**config.mk**
```make
export PLATFORM = sky130hd
export DESIGN_NAME = tm1638_digit_fmt_flat
export DESIGN_NICKNAME = d
export VERILOG_FILES = /design/src/rtl/tm1638_digit_fmt_if.sv /design/src/rtl/tm1638_digit_fmt.sv /design/src/flat_wrapper.sv
export SDC_FILE = /design/constraint.sdc
export NUM_CORES = 1
export LEC_CHECK = 0
export BUFFER_PORTS_ARGS = -buffer_cell sky130_fd_sc_hd__buf_2
export CORE_UTILIZATION = 65
export CTS_BUF_LIST = sky130_fd_sc_hd__clkbuf_2 sky130_fd_sc_hd__clkbuf_4 sky130_fd_sc_hd__clkbuf_8
export CTS_CLUSTER_DIAMETER = 40
export DETAILED_ROUTE_END_ITERATION = 8
export GPL_TIMING_DRIVEN = 0
export HOLD_SLACK_MARGIN = 0.06
export PLACE_DENSITY = 0.87
export SETUP_SLACK_MARGIN = 0.3
export SLEW_MARGIN = 25
export SYNTH_ARGS = -nofsm -noshare
export SYNTH_HDL_FRONTEND = slang
export SYNTH_SLANG_ARGS = --single-unit
```
**constraint.sdc**
```tcl
create_clock -name clk -period 2.77 [get_ports clk]
set_input_delay 0.4155 -clock clk [delete_from_list [all_inputs] [get_ports clk]]
set_output_delay 0.4155 -clock clk [all_outputs]
set_load 0.02 [all_outputs]
```
**src/rtl/tm1638_digit_fmt_if.sv**
```systemverilog
// rtl/tm1638_digit_fmt_if.sv - value/load request and segment-code result bus for the digit formatter
interface tm1638_digit_fmt_if;
  logic [9:0] value;
  logic       load;
  logic [7:0] data1;
  logic [7:0] data2;
  logic [7:0] data3;
  logic       synch2;
  logic       busy;

  modport master (
    output value, load,
    input  data1, data2, data3, synch2, busy
  );

  modport slave (
    input  value, load,
    output data1, data2, data3, synch2, busy
  );
endinterface

```
**src/rtl/tm1638_digit_fmt.sv**
```systemverilog
// rtl/tm1638_digit_fmt.sv - converts a 10-bit value to three TM1638 seven-segment codes via double-dabble
module tm1638_digit_fmt #(
  parameter int BLANK_LZ = 1
) (
  input logic               clk,
  input logic               rst,
  tm1638_digit_fmt_if.slave bus
);

  typedef enum logic [1:0] {IDLE, CONV, ENC, SETTLE} state_t;

  state_t      state;
  state_t      state_nxt;

  logic [9:0]  bin_q;
  logic [11:0] bcd_q;
  logic [3:0]  step_q;
  logic        ovf_q;
  logic        pend_q;
  logic [9:0]  pend_val_q;
  logic [7:0]  data1_q;
  logic [7:0]  data2_q;
  logic [7:0]  data3_q;
  logic        synch2_q;

  logic        start;
  logic [9:0]  start_val;
  logic [11:0] bcd_adj;
  logic [11:0] bcd_nxt;
  logic [9:0]  bin_nxt;
  logic [7:0]  enc1;
  logic [7:0]  enc2;
  logic [7:0]  enc3;

  function automatic logic [7:0] seg7(input logic [3:0] d);
    case (d)
      4'd0:    seg7 = 8'h3F;
      4'd1:    seg7 = 8'h06;
      4'd2:    seg7 = 8'h5B;
      4'd3:    seg7 = 8'h4F;
      4'd4:    seg7 = 8'h66;
      4'd5:    seg7 = 8'h6D;
      4'd6:    seg7 = 8'h7D;
      4'd7:    seg7 = 8'h07;
      4'd8:    seg7 = 8'h7F;
      4'd9:    seg7 = 8'h6F;
      default: seg7 = 8'h00;
    endcase
  endfunction

  function automatic logic [3:0] add3(input logic [3:0] d);
    add3 = (d >= 4'd5) ? d + 4'd3 : d;
  endfunction

  // A live load always beats a queued one; the queued value is only used when load is idle.
  assign start     = (state == IDLE) && (bus.load || pend_q);
  assign start_val = bus.load ? bus.value : pend_val_q;

  always_comb begin
    bcd_adj = {add3(bcd_q[11:8]), add3(bcd_q[7:4]), add3(bcd_q[3:0])};
    bcd_nxt = {bcd_adj[10:0], bin_q[9]};
    bin_nxt = {bin_q[8:0], 1'b0};
  end

  always_comb begin
    enc1 = 8'h00;
    enc2 = 8'h00;
    enc3 = 8'h00;
    if (ovf_q) begin
      enc1 = 8'h40;
      enc2 = 8'h40;
      enc3 = 8'h40;
    end else begin
      enc1 = seg7(bcd_q[11:8]);
      enc2 = seg7(bcd_q[7:4]);
      enc3 = seg7(bcd_q[3:0]);
      if ((BLANK_LZ != 0) && (bcd_q[11:8] == 4'd0)) begin
        enc1 = 8'h00;
        if (bcd_q[7:4] == 4'd0) begin
          enc2 = 8'h00;
        end
      end
    end
  end

  always_ff @(posedge clk or negedge rst) begin
    if (!rst) begin
      state <= IDLE;
    end else begin
      state <= state_nxt;
    end
  end

  always_comb begin
    state_nxt = state;
    case (state)
      IDLE:    if (start) state_nxt = CONV;
      CONV:    if (step_q == 4'd9) state_nxt = ENC;
      ENC:     state_nxt = SETTLE;
      SETTLE:  state_nxt = IDLE;
      default: state_nxt = IDLE;
    endcase
  end

  always_ff @(posedge clk or negedge rst) begin
    if (!rst) begin
      bin_q      <= '0;
      bcd_q      <= '0;
      step_q     <= '0;
      ovf_q      <= 1'b0;
      pend_q     <= 1'b0;
      pend_val_q <= '0;
      data1_q    <= '0;
      data2_q    <= '0;
      data3_q    <= '0;
      synch2_q   <= 1'b0;
    end else begin
      // Loads arriving mid-conversion (including the SETTLE edge) queue here, newest wins.
      if (bus.load && (state != IDLE)) begin
        pend_val_q <= bus.value;
        pend_q     <= 1'b1;
      end
      case (state)
        IDLE: begin
          if (start) begin
            bin_q    <= start_val;
            bcd_q    <= '0;
            step_q   <= '0;
            ovf_q    <= (start_val > 10'd999);
            synch2_q <= 1'b0;
            pend_q   <= 1'b0;
          end
        end
        CONV: begin
          bin_q  <= bin_nxt;
          bcd_q  <= bcd_nxt;
          step_q <= step_q + 4'd1;
        end
        ENC: begin
          data1_q <= enc1;
          data2_q <= enc2;
          data3_q <= enc3;
        end
        SETTLE: begin
          synch2_q <= 1'b1;
        end
        default: ;
      endcase
    end
  end

  assign bus.data1  = data1_q;
  assign bus.data2  = data2_q;
  assign bus.data3  = data3_q;
  assign bus.synch2 = synch2_q;
  assign bus.busy   = (state != IDLE) || pend_q;

endmodule

```
**src/flat_wrapper.sv**
```systemverilog
// flat-port wrapper written by rule: the top's interface ports become plain ports
module tm1638_digit_fmt_flat 
#(
  parameter int BLANK_LZ = 1
)
  (clk, rst, bus_value, bus_load, bus_data1, bus_data2, bus_data3, bus_synch2, bus_busy);
  tm1638_digit_fmt_if bus_i ();
  input logic clk;
  input logic rst;
  input wire logic [$bits(bus_i.value)-1:0] bus_value;
  input wire logic [$bits(bus_i.load)-1:0] bus_load;
  output wire logic [$bits(bus_i.data1)-1:0] bus_data1;
  output wire logic [$bits(bus_i.data2)-1:0] bus_data2;
  output wire logic [$bits(bus_i.data3)-1:0] bus_data3;
  output wire logic [$bits(bus_i.synch2)-1:0] bus_synch2;
  output wire logic [$bits(bus_i.busy)-1:0] bus_busy;
  assign bus_i.value = bus_value;
  assign bus_i.load = bus_load;
  assign bus_data1 = bus_i.data1;
  assign bus_data2 = bus_i.data2;
  assign bus_data3 = bus_i.data3;
  assign bus_synch2 = bus_i.synch2;
  assign bus_busy = bus_i.busy;
  tm1638_digit_fmt #(.BLANK_LZ(BLANK_LZ)) u_core (.clk(clk), .rst(rst), .bus(bus_i));
endmodule
```
-- After elaboration in Yosys (flattened, before gate mapping)
Memory sizes are Yosys's and may differ from the RTL's.
Cells that the tools add are included.
- memory bits (writable): 0
- flip-flop bits (word level): 65
- memories: 3
- output and inout bits: 26
- bits in read-only memories: 336
- bits in latches: 0
- memories (name ; depth ; bits a word ; rd ports ; clocked after Yosys merged registers in ; wr ports ; RTL line ; source):
    (name not given) ; 16 ; 7 ; 1 ; 0 ; 0 ; tm1638_digit_fmt.sv:36 ; case (d)
    (name not given) ; 16 ; 7 ; 1 ; 0 ; 0 ; tm1638_digit_fmt.sv:36 ;
    (name not given) ; 16 ; 7 ; 1 ; 0 ; 0 ; tm1638_digit_fmt.sv:36 ;
- bitwise logic cells: 0
- multipliers: 0
- reduce and logical (&&, ||, !) cells: 14
- add/sub/neg operators: 4
- equal/unequal tests: 6
- shifts and indexed selects: 0
- div/mod/pow operators: 0
- magnitude comparators: 4
- mux-type cells: 24
- operators by type and width (operator ; count):
    two-way mux 8 bit ; 6
    one-hot mux 12 bit (2 select lines) ; 1
    two-way mux 10 bit ; 2
    one-hot mux 10 bit (2 select lines) ; 1
    >= comparator 4 x 3 -> 1 bit, second input constant ; 3
    two-way mux 12 bit ; 1
    two-way mux 4 bit ; 3
    > comparator 10 bit, second input constant ; 1
    adder 4 x 2 -> 4 bit, second input constant ; 2
    logical NOT 4 bit ; 2
    one-hot mux 2 bit (4 select lines) ; 1
    one-hot mux 4 bit (2 select lines) ; 1
    AND reduction 2 bit ; 4
    nonzero test 2 bit ; 3
    adder 4 x 1 -> 4 bit, second input constant ; 1
    == test 2 bit, second input constant ; 2
    == test 4 bit, second input constant ; 1
    two-way mux 1 bit ; 4
    two-way mux 2 bit ; 2
    inequality test 2 x 1 -> 1 bit, second input constant ; 2
    adder 3 x 2 -> 3 bit, second input constant ; 1
    two-way mux 3 bit ; 1
    == test 2 x 1 -> 1 bit, second input constant ; 1
    logical AND 1 bit ; 2
    other kinds (3) ; 4

-- Depth between registers and ports, before layout
Gate-level depths: netlist (run 1).
- word-level depth: 5
- depth in mapped cells: 7

-- Worst setup path after synthesis (run 1)
OpenSTA, ideal clock, no wires.
- path kind: reg2reg
- start point: reg u_core.bcd_q[5]
- end point: reg u_core.bcd_q[6]
- arrival: 1551 ps
- stages on the path, launching flop included: 7
- slack: 1137 ps
- path buffers: 0
- required time: 2687 ps
- library setup time: 83 ps
- path through: dfrtp_1 > inv_1 > ha_1 > nand2b_1 > a21oi_1 > mux2_2 > o21ai_0
- longest elaborated chain between the ends: 3
- elaborated cells on any way between the ends: 4
- classes of those cells: add/sub: 1; order compare: 1; mux: 2
- ends and longest elaborated chain (what ; RTL line ; source):
    start, declared ; tm1638_digit_fmt.sv:16 ; logic [11:0] bcd_q;
    start signal, assigned ; tm1638_digit_fmt.sv:136 ; bcd_q <= bcd_nxt;
    adder 4 x 2 -> 4 bit / >= comparator 4 x 3 -> 1 bit (equally long branches) ; tm1638_digit_fmt.sv:52 ; add3 = (d >= 4'd5) ? d + 4'd3 : d;
    two-way mux 4 bit * ; tm1638_digit_fmt.sv:52 ;
    one-hot mux 12 bit (2 select lines) * ; tm1638_digit_fmt.sv:123 ; case (state)
Every way passes the cells marked *; elsewhere a longest branch is shown, timed or not.
A chain may end at the register's enable or synchronous reset.

-- Worst setup path after layout (run 1)
- start point: reg u_core.state[0]
- end point: reg u_core.step_q[3]
- longest elaborated chain between the ends: 4
- elaborated cells on any way between the ends: 7
- classes of those cells: eq/ne: 2; mux: 1; reduce/logical: 4
- ends and longest elaborated chain (what ; RTL line ; source):
    start, declared ; tm1638_digit_fmt.sv:12 ; state_t state;
    start signal, assigned ; tm1638_digit_fmt.sv:90 ; state <= state_nxt;
    logical NOT 2 bit ; tm1638_digit_fmt.sv:56, tm1638_digit_fmt.sv:123 ;
    logical AND 1 bit ; tm1638_digit_fmt.sv:56 ; assign start = (state == IDLE) && (bus.load || pend_q);
    inequality test 2 x 1 -> 1 bit (no source line) ; - ;
    AND reduction 2 bit (no source line) ; - ;
    end signal, assigned ; tm1638_digit_fmt.sv:137 ; step_q <= step_q + 4'd1;
    end, declared ; tm1638_digit_fmt.sv:17 ; logic [3:0] step_q;
Several ways; a longest one is shown, not always the timed one.

==> summary.txt, run 1 <==
Die
  • Die area: ~5500 um^2
  • Die Span Y: 74.2 um
  • Row count: 25
  • Die width: approximately 74 um
  • IO Pins: 39
  • Core Box Area: around 4900 um^2
  • Effective utilization at floorplan: roughly 69%

Finish
  • FF/Latch Area: 1550 um^2
  • Area grow syn2layout: 13.6%
  • Layout cells sized above 1: between 10% and 20%
  • Most common cell after layout, fill and taps aside: dfrtp_1
  • N_diodes: 0
  • Most frequent cells in the layout: 62 x dfrtp_1, 37 x buf_2, 37 x o21ai_0
  • Nets: 430
  • Multi-input gate area: roughly 1600 um^2
  • Number of fill cells: 334

Placement
  • Hpwl dp: between 4 and 5 mm
  • IO Port Bufs: 34
  • Routability cong.: roughly 0.86
  • Worst slack, placed: 0.869 ns

Yosys
  • Avg Cell Area, Syn: 9.73 um^2
  • Synth Area in Adders: between 8 and 9%
  • Post-Synth XOR/XNOR Area: ~1.8%
  • Synth cell types: 39
  • Fraction of registers with async set/reset: 100%
  • Main flop type after synthesis: dfrtp_1
  • Mux contribution to synthesized area: 7.87%
  • Synth Register Bits: 62
  • Top cells by area, synth: dfrtp_1 46%, ha_1 8.1%, o21ai_0 5.5%
  • Yosys warns: 0
  • Post-synth top area cell: dfrtp_1
  • EDFF count, synth: 0
  • Largest family of logic cells by synthesized area: compound AO/OA/AOI/OAI gates
  • Simple-gate portion of the synthesized area: about an eighth
  • Post-synthesis cell area: roughly 3400 um^2
  • Top cell type's share of synthesized area: between 40% and 50%
  • Synth Instances: approximately 350
  • Post-synthesis compound-gate area fraction: between 10% and 20%
  • Sequential-to-total area share from yosys stat: a little under half

Clocking
  • TritonCTS Buffers: 9
  • Clock slew at reported path FFs: approximately 0.06 ns
  • H-tree levels: 3
  • Cts hold-fix bufs: 0
  • Clk_lat worst skew: between 0.3 and 0.4 ns
  • CTS tree: done
  • Root Buffer: clkbuf_8
  • Post-CTS Setup Inserts: 0
  • CTS sink cnt: a little over 60
  • CTS Buffer Depth: 2
  • PostCTS Resize Cnt: 0

Critical path
  • Arrival time at the worst endpoint: roughly 2.1 ns
  • Reg2reg path depth: 7
  • Worst Setup Path Type: flip-flop to flip-flop
  • Critical Path End: u_core.step_q[3]
  • Critical Path Source: u_core.state[0]
  • R2R Setup Slk: between 0.8 and 0.9 ns
  • Reg-to-reg critical path endpoint: u_core.step_q[3]
  • Worst R2R Start: u_core.state[0]
  • Startpoint Class: flip-flop
  • Critical-path maximum fanout: 10
  • CP required: 2.98 ns
  • Critical Path Sink Type: flip-flop

Drt
  • Antenna viol nets, final: 0
  • Via count: 2574
  • Final wirelength: roughly 6.6 mm
  • 1st-iter DRT viols: 179
  • DR WL/cell: between 10 and 15 um
  • # DRC: 0
  • Drt pass-1 iters: 5
  • Vias per cell: 5.54

Timing
  • Post-route minimum period: 1.92 ns
  • Slew Limit Fails: 0
  • Count of final setup violators: 0
  • Unrepaired setup endpoints after global routing: no
  • Sum Neg Setup Slack: 0 ns
  • Slew margin rel.: between 40% and 50%
  • Slew @ Worst Pin: 0.765 ns
  • Hold Fails Final Rpt: 0
  • Period utilization: 69.2%
  • Clk_skew: 0.00408 ns
  • Final WS setup: around 0.85 ns
  • Max Fclk: 522 MHz

Job
  • Max Cap Viol: 0

Global route
  • Global route overflow: 0
  • Initial antenna violation count: 0
  • Largest net degree at the start of global routing: 63
  • Number of global-route vias before repair: ~2.6k
  • First-pass GRT wire length: ~11 mm
  • Total GRT Usage: between 20 and 30%

Worst hold path
  • Tightest Hold Check Type: input pin to async pin

Power and ir drop
  • IR drop worst, VDD: ~800 uV
  • NetSw: about 1500 uW
  • Internal Pwr Total: about 2300 uW
  • Clock share of power: roughly a fifth
  • Reg power frac: between 30% and 40%
  • Comb pwr share: between 40% and 50%
  • PwrDens: about 1000 nW/um^2
  • Lkg Pwr: approximately 0.0018 uW
  • Switching Fraction: between 30% and 40%

Status
  • Status: finished clean
[per-stage QoR]
stage | cell area, um^2 | hold slack (ns) | instances | util (%) | power, uW
after floorplan | 3390 | 0.120 | 350 | - | 2560
after global placement | 3650 | 0.463 | 451 | 74.8 | 2910
after detailed placement | 3650 | 0.468 | 451 | 74.8 | 3000
after CTS | 3850 | 0.183 | 465 | 78.8 | 3810
after global routing | 3850 | 0.213 | 465 | 78.8 | 4080
final | 3850 | 0.156 | 465 | 78.8 | 3790
[sequential cells by signal (all words and copies together), names as in the netlist]
| name | count |
|---|---|
| u_core.bcd_q | 12 |
| u_core.bin_q | 10 |
| u_core.pend_val_q | 10 |
| u_core.bus.data1 | 7 |
| u_core.bus.data2 | 7 |
| u_core.bus.data3 | 7 |
| u_core.step_q | 4 |
| u_core.state | 2 |
| u_core.bus.synch2 | 1 |
| u_core.ovf_q | 1 |
| u_core.pend_q | 1 |
[worst min path at each step]
stage,to,cells past startpoint
finish,u_core.bus.data3[6],1
CTS,u_core.bus.data3[4],1
detailed placement,u_core.bus.data2[2],1
floorplan,u_core.bcd_q[0],0
global route,u_core.bus.data3[6],1
global placement,u_core.bin_q[6],2
[critical path, cell delays in order (launching register included)]
cell     delay (ns)
dfrtp_1        0.40
inv_1          0.13
ha_1           0.19
buf_4          0.18
nor3b_1        0.49
nor3_1         0.16
xnor2_1        0.19
nor2_1         0.06
[cells by family (layout without fill, tap and decap cells)]
kind of cell | Yosys count | in the layout
AO/OA/AOI/OAI | 96 | 96
flip-flops | 62 | 62
multiplexers | 25 | 25
other | 1 | 3
XOR/XNOR | 7 | 7
AND/OR/NAND/NOR | 92 | 92
adder cells (fa/ha/maj) | 22 | 22
buffers and inverters | 43 | 91
[power groups by stage]
| stage | sequential (uW) | clock (uW) | combinational, uW |
|---|---|---|---|
| floorplan | 1460 | 0 | 1100 |
| global placement | 1390 | 0 | 1520 |
| detailed placement | 1410 | 0 | 1590 |
| CTS | 1400 | 812 | 1600 |
| global route | 1440 | 855 | 1790 |
| finish | 1400 | 798 | 1590 |
[cells in the mapped netlist (5+ instances only)]
library cell / n
nand2b_1: 13
dfrtp_1: 62
mux2_2: 13
o21ai_0: 37
o22ai_1: 13
mux2i_1: 12
inv_1: 21
nor2_1: 29
a21oi_1: 24
clkbuf_1: 10
nand2_1: 25
nor3_1: 5
o2bb2ai_1: 10
xnor2_1: 5
ha_1: 22
[per-layer routing]
metal	share of wire [%]	GRT usage, %
met5	0	0
met2	49	46.1
met3	4.3	5.01
met4	1.9	12.4
met1	44	35.6
[final cells by class]
type	instances	area share, %
plain buffers	22	3.25
clock inverters	1	0.780
clock buffers	13	4.33
flip-flops and latches	62	40.3
multi-input cells	245	42.6
well taps	67	2.18
inverters	21	2.05
repair buffers	34	4.49
Note: power is estimated with default switching activity, not from simulation.
==> inputs of run 2 (changes only) <==
- CORE_UTILIZATION: 65 -> 61
- PLACE_DENSITY: 0.87 -> 0.83
- clock period: 2.77 -> 1.88 ns (I/O delays scaled with it)
==> summary.txt, run 2 (same netlist as run 1, synthesis figures left out) <==
Placement
  • Hpwl dp: around 4.7 mm
  • IO Port Bufs: 34
  • Worst slack, placed: approximately 0.10 ns
  • Placed instance count: ~450
  • Routability cong.: ~0.82

Die
  • IO Pins: 39
  • Row count: 26
  • Die width: roughly 77 um
  • Die area: roughly 5900 um^2
  • Effective utilization at floorplan: 64.7%
  • Die Span Y: between 70 and 80 um
  • Core Box Area: 5240 um^2

Timing
  • Slew margin rel.: between 40% and 50%
  • Final WS setup: 0.230 ns
  • Post-route minimum period: 1.65 ns
  • Max Fclk: around 600 MHz
  • Hold Fails Final Rpt: 0
  • Count of final setup violators: 0
  • Sum Neg Setup Slack: 0 ns
  • Slew Limit Fails: 0
  • Clk_skew: roughly 0.0063 ns
  • Period utilization: between 80% and 90%
  • Slew @ Worst Pin: 0.774 ns
  • Unrepaired setup endpoints after global routing: yes

Critical path
  • Critical-path maximum fanout: 5
  • Critical Path Sink Type: flip-flop
  • Worst R2R Start: u_core.state[0]
  • Critical Path Source: u_core.state[0]
  • Worst Setup Path Type: flip-flop to flip-flop
  • Arrival time at the worst endpoint: around 1.9 ns
  • Reg2reg path depth: 6
  • Critical Path End: u_core.bcd_q[7]
  • Reg-to-reg critical path endpoint: u_core.bcd_q[7]
  • R2R Setup Slk: between 0.2 and 0.25 ns
  • Startpoint Class: flip-flop
  • CP required: approximately 2.1 ns

Status
  • Status: finished clean

Drt
  • Vias per cell: 5.68
  • Drt pass-1 iters: 5
  • # DRC: 0
  • Via count: approximately 2.8k
  • DR WL/cell: about 16 um
  • 1st-iter DRT viols: 196
  • Antenna viol nets, final: 0
  • Final wirelength: a little under 8 mm

Global route
  • First-pass GRT wire length: roughly 13 mm
  • Largest net degree at the start of global routing: between 60 and 70
  • GR Layer Usage met1: between 30% and 40%
  • GR peak layer: met2
  • Met2 GRT Util: around 45%
  • Total GRT Usage: roughly 28%
  • Global route overflow: 0
  • Met3 GRT Util: about 4%
  • Number of global-route vias before repair: roughly 2.7k
  • Initial antenna violation count: 0

Power and ir drop
  • PwrDens: ~1500 nW/um^2
  • IR drop worst, VDD: roughly 920 uV
  • Lkg Pwr: 0.00199 uW
  • Total power draw: approximately 6400 uW

Clocking
  • Clk_lat worst skew: approximately 0.35 ns
  • H-tree levels: 3
  • TritonCTS Buffers: 9
  • Clock slew at reported path FFs: 0.07 ns
  • Root Buffer: clkbuf_8
  • CTS sink cnt: 62
  • CTS tree: done
  • CTS Buffer Depth: 2

Worst hold path
  • Tightest Hold Check Type: input pin to flip-flop

Finish
  • Most frequent cells in the layout: 60 x dfrtp_1, 34 x buf_2, 28 x buf_4
  • Most common cell after layout, fill and taps aside: dfrtp_1
  • Biggest register: u_core.bcd_q
  • Area grow syn2layout: 26.8%
  • Layout cells sized above 1: approximately 36%
  • Top Registers: u_core.bcd_q (12), u_core.bin_q (10), u_core.pend_val_q (10)
  • N_diodes: 0
  • Final Non-Filler Cells: between 400 and 500
  • Nets: between 400 and 500
  • Max reg flops: 12

Job
  • Max Cap Viol: 0
==> run 2: cell count changes in the layout (fill, tap and decap cells not counted), sizes merged <==
cell,previous run,this run
bufinv,1,0
clkinvlp,0,1
clkbuf,23,22
buf,46,72
o21ai,39,40
dlygate4sd3,0,1
clkinv,0,3
==> run 2: area by class of cell <==
type / count / area (um^2)
inverter: 21 / 81.3
sequential: 62 / 1550
buffer: 22 / 159
tap: 70 / 87.6
multi-input combinational: 246 / 1840
fill: 294 / 942
clock inverter: 4 / 22.5
timing repair buffer: 61 / 395
clock buffer: 12 / 153
==> run 2: metal layers <==
layer	up-vias	share of wire [%]	wire, um
met1	1340	43	3420
met5	-	0	0
met4	0	2.9	228
met2	110	49	3910
met3	25	4.4	347
li1	1355	-	-
==> run 2: worst min-delay path by stage <==
stage | to | slack (ns) | depth (start not counted) | from
after floorplan | u_core.bcd_q[0] | -0.01 | 0 | rst
after global placement | u_core.bin_q[6] | 0.46 | 2 | u_core.bin_q[6]
after detailed placement | u_core.bus.data3[6] | 0.41 | 1 | rst
after CTS | u_core.pend_val_q[0] | 0.17 | 2 | bus_value[0]
after global routing | u_core.pend_val_q[1] | 0.18 | 2 | bus_value[1]
final | u_core.pend_val_q[0] | 0.18 | 2 | bus_value[0]
==> run 2: worst max-delay path, stage by stage, from the launching register on <==
cell	delay (ns)
dfrtp_1	0.41
inv_2	0.11
ha_4	0.15
or3b_4	0.43
o21ai_4	0.14
o22ai_1	0.12
a22o_1	0.19
==> run 2: where the power goes <==
group / internal [uW] / leakage (uW) / switching, uW / total (uW)
clock: 537 / 0.0000930 / 537 / 1070
sequential: 1770 / 0.000794 / 332 / 2100
combinational: 1390 / 0.00110 / 1820 / 3210
==> run 2: timing repair <==
action / in CTS / in global routing
setup buffers: 17 / 7
hold buffers: 1 / 0
pin swaps: 12 / 11
gates cloned: 1 / 2
setup endpoints to repair: 57 / 56
resized for setup: 36 / 55
hold endpoints to repair: 62 / 0
==> run 2: per-stage QoR <==
stage / instance area [um^2] / util [%] / hold slack [ns]
2_1_floorplan: 3400 / - / -0.0136
3_3_place_gp: 3660 / 69.9 / 0.463
3_5_place_dp: 3660 / 69.9 / 0.407
4_1_cts: 4090 / 78.1 / 0.174
5_1_grt: 4300 / 82.0 / 0.184
6_report: 4300 / 82.0 / 0.183
==> inputs of run 3 (changes only) <==
- ABC_AREA: not set -> 1
- CORE_UTILIZATION: 61 -> 60
- PLACE_DENSITY: 0.83 -> 0.82
==> summary.txt, run 3 <==
Status
  • Status: finished clean

Critical path
  • Worst Setup Path Type: flip-flop to primary output
  • Critical-path maximum fanout: 4
  • CP required: approximately 1.6 ns
  • Startpoint Class: flip-flop
  • Critical Path Sink Type: primary output
  • Reg2reg path depth: 8
  • Arrival time at the worst endpoint: ~1.4 ns

Timing
  • Slew margin rel.: 48.6%
  • Period utilization: between 80% and 90%
  • Slew @ Worst Pin: between 0.7 and 0.8 ns
  • Sum Neg Setup Slack: 0 ns
  • Post-route minimum period: roughly 1.7 ns
  • Count of final setup violators: 0
  • Unrepaired setup endpoints after global routing: yes
  • Max Fclk: about 600 MHz
  • Hold Fails Final Rpt: 0
  • Clk_skew: 0.00473 ns
  • Slew Limit Fails: 0

Yosys
  • Synth Area in Adders: slightly above 8%
  • Post-synthesis compound-gate area fraction: between 10 and 15%
  • Yosys warns: 0
  • EDFF count, synth: 0
  • Simple-gate portion of the synthesized area: between 20% and 30%
  • Mux contribution to synthesized area: under 10%
  • Synth cell types: 34
  • List of most frequent post-synthesis cells: 116 x nand2_1, 62 x dfrtp_1, 43 x o21ai_0
  • Top cell type's share of synthesized area: ~46%
  • Post-synth top area cell: dfrtp_1
  • Post-Synth XOR/XNOR Area: 0.520%
  • Top cells by area, synth: dfrtp_1 46%, nand2_1 13%, ha_1 8.2%
  • Post-synthesis cell area: around 3400 um^2
  • Avg Cell Area, Syn: approximately 8.3 um^2
  • Largest family of logic cells by synthesized area: simple AND/OR/NAND/NOR gates
  • Sequential-to-total area share from yosys stat: between 40% and 50%
  • Main flop type after synthesis: dfrtp_1
  • Fraction of registers with async set/reset: between 90% and 100%
  • Synth Register Bits: 62
  • Synth Instances: 405
  • Most common cell in the netlist: nand2_1

Drt
  • Antenna viol nets, final: 0
  • Final wirelength: roughly 7 mm
  • Drt pass-1 iters: 5
  • DR WL/cell: roughly 13 um
  • Vias per cell: ~5.3
  • # DRC: 0
  • Via count: approximately 2.9k
  • 1st-iter DRT viols: between 200 and 300

Global route
  • First-pass GRT wire length: roughly 12 mm
  • Global route overflow: 0
  • Total GRT Usage: between 20% and 30%
  • GR Layer Usage met1: 33.0%
  • GR peak layer: met2
  • Number of global-route vias before repair: 2699
  • Initial antenna violation count: 0
  • Met3 GRT Util: 4.17%
  • Met2 GRT Util: a little over two fifths
  • Largest net degree at the start of global routing: 63

Finish
  • Biggest register: u_core.bcd_q
  • Most common cell after layout, fill and taps aside: nand2_1
  • N_diodes: 0
  • Most frequent cells in the layout: 116 x nand2_1, 60 x dfrtp_1, 36 x buf_2
  • Layout cells sized above 1: a little under a quarter
  • Top Registers: u_core.bcd_q (12), u_core.bin_q (10), u_core.pend_val_q (10)
  • Max reg flops: 12
  • Nets: a little over 500
  • Area grow syn2layout: 20.8%
  • Post-layout util: slightly below 80%

Die
  • Row count: 26
  • Effective utilization at floorplan: 63.9%
  • Die Span Y: 76.9 um
  • Core Box Area: ~5300 um^2
  • IO Pins: 39
  • Die width: 76.9 um
  • Die area: a little under 6000 um^2

Placement
  • Hpwl dp: approximately 4.7 mm
  • IO Port Bufs: 35
  • Routability cong.: 0.850

Clocking
  • Clock slew at reported path FFs: ~0.06 ns
  • Clk_lat worst skew: approximately 0.34 ns
  • CTS tree: done
  • H-tree levels: 3
  • Root Buffer: clkbuf_8
  • TritonCTS Buffers: 9
  • CTS Buffer Depth: 2
  • CTS sink cnt: 62

Job
  • Max Cap Viol: 0

Power and ir drop
  • Lkg Pwr: about 0.0021 uW
  • PwrDens: roughly 1500 nW/um^2
  • IR drop worst, VDD: ~850 uV

Worst hold path
  • Tightest Hold Check Type: input pin to flip-flop
  • Worst Hold Depth: 2
==> run 3: changes by cell type after synthesis, sizes merged, moves of 13 or more <==
cell    before  now
nand2b      13    0
nand3        4   28
nand2       25  117
o21ai       39   55
a21oi       24    9
inv         21   35
==> run 3: kinds of logic after synthesis <==
kind of cell             count (synthesis)
AO/OA/AOI/OAI                           74
flip-flops                              62
XOR/XNOR                                 2
adder cells (fa/ha/maj)                 22
buffers and inverters                   51
AND/OR/NAND/NOR                        185
multiplexers                             8
other                                    1
==> run 3: stage by stage <==
step / cells / worst slack [ns] / power [uW] / area, um^2 / hold WS (ns)
6_report: 545 / 0.213 / 6220 / 4070 / 0.188
3_5_place_dp: 512 / 0.141 / 4600 / 3640 / 0.412
4_1_cts: 539 / 0.206 / 6020 / 3980 / 0.175
3_3_place_gp: 512 / 0.185 / 4510 / 3640 / 0.457
5_1_grt: 545 / 0.166 / 6690 / 4070 / 0.188
2_1_floorplan: 407 / 0.334 / 3930 / 3380 / -0.0136
==> run 3: power breakdown <==
group          internal (uW)  leakage (uW)  switching, uW  total, uW
sequential              1810      0.000791            286       2100
clock                    647      0.000105            477       1120
combinational           1240       0.00123           1750       3000
total                   3700       0.00213           2520       6220
==> run 3: timing repair <==
action	in CTS	in global routing
pin swaps	2	3
gates resized for setup	14	26
hold endpoints to repair	62	0
hold buffers	1	0
setup endpoints to repair	50	36
setup buffers	10	6
==> run 3: final cells by class <==
| cell class | count | area [um^2] |
|---|---|---|
| Tap cell | 70 | 87.6 |
| Sequential cell | 62 | 1550 |
| Timing Repair Buffer | 52 | 327 |
| Fill cell | 378 | 1200 |
| Clock buffer | 16 | 195 |
| Multi-Input combinational cell | 294 | 1640 |
| Buffer | 15 | 121 |
| Inverter | 36 | 145 |
==> run 3: worst paths after layout <==
| path | from | endpoint | slack [ns] |
|---|---|---|---|
| hold reg to reg | u_core.bus.data2[0] | u_core.bus.data2[0] | 0.48 |
| setup reg to reg | u_core.state[0] | u_core.bus.data1[3] | 0.36 |
| max in group asynchronous | rst | u_core.bcd_q[5] | 0.77 |
| setup / recovery | u_core.state[1] | bus_busy | 0.21 |
| hold / removal | bus_value[6] | u_core.pend_val_q[6] | 0.19 |
| min in group asynchronous | rst | u_core.bus.data1[1] | 0.57 |
==> run 3: metal layers <==
layer  up-vias  part of all wire, %
met4         0                  1.7
met1      1332                   45
met5         -                    0
met3        11                  4.7
met2        90                   48
li1       1440                    -
==> run 3: worst max-delay path, stage by stage, from the launching register on <==
cell and delay [ns]:
dfrtp_1 0.40, inv_2 0.10, ha_4 0.15, inv_2 0.05
or2_4 0.22, buf_6 0.13
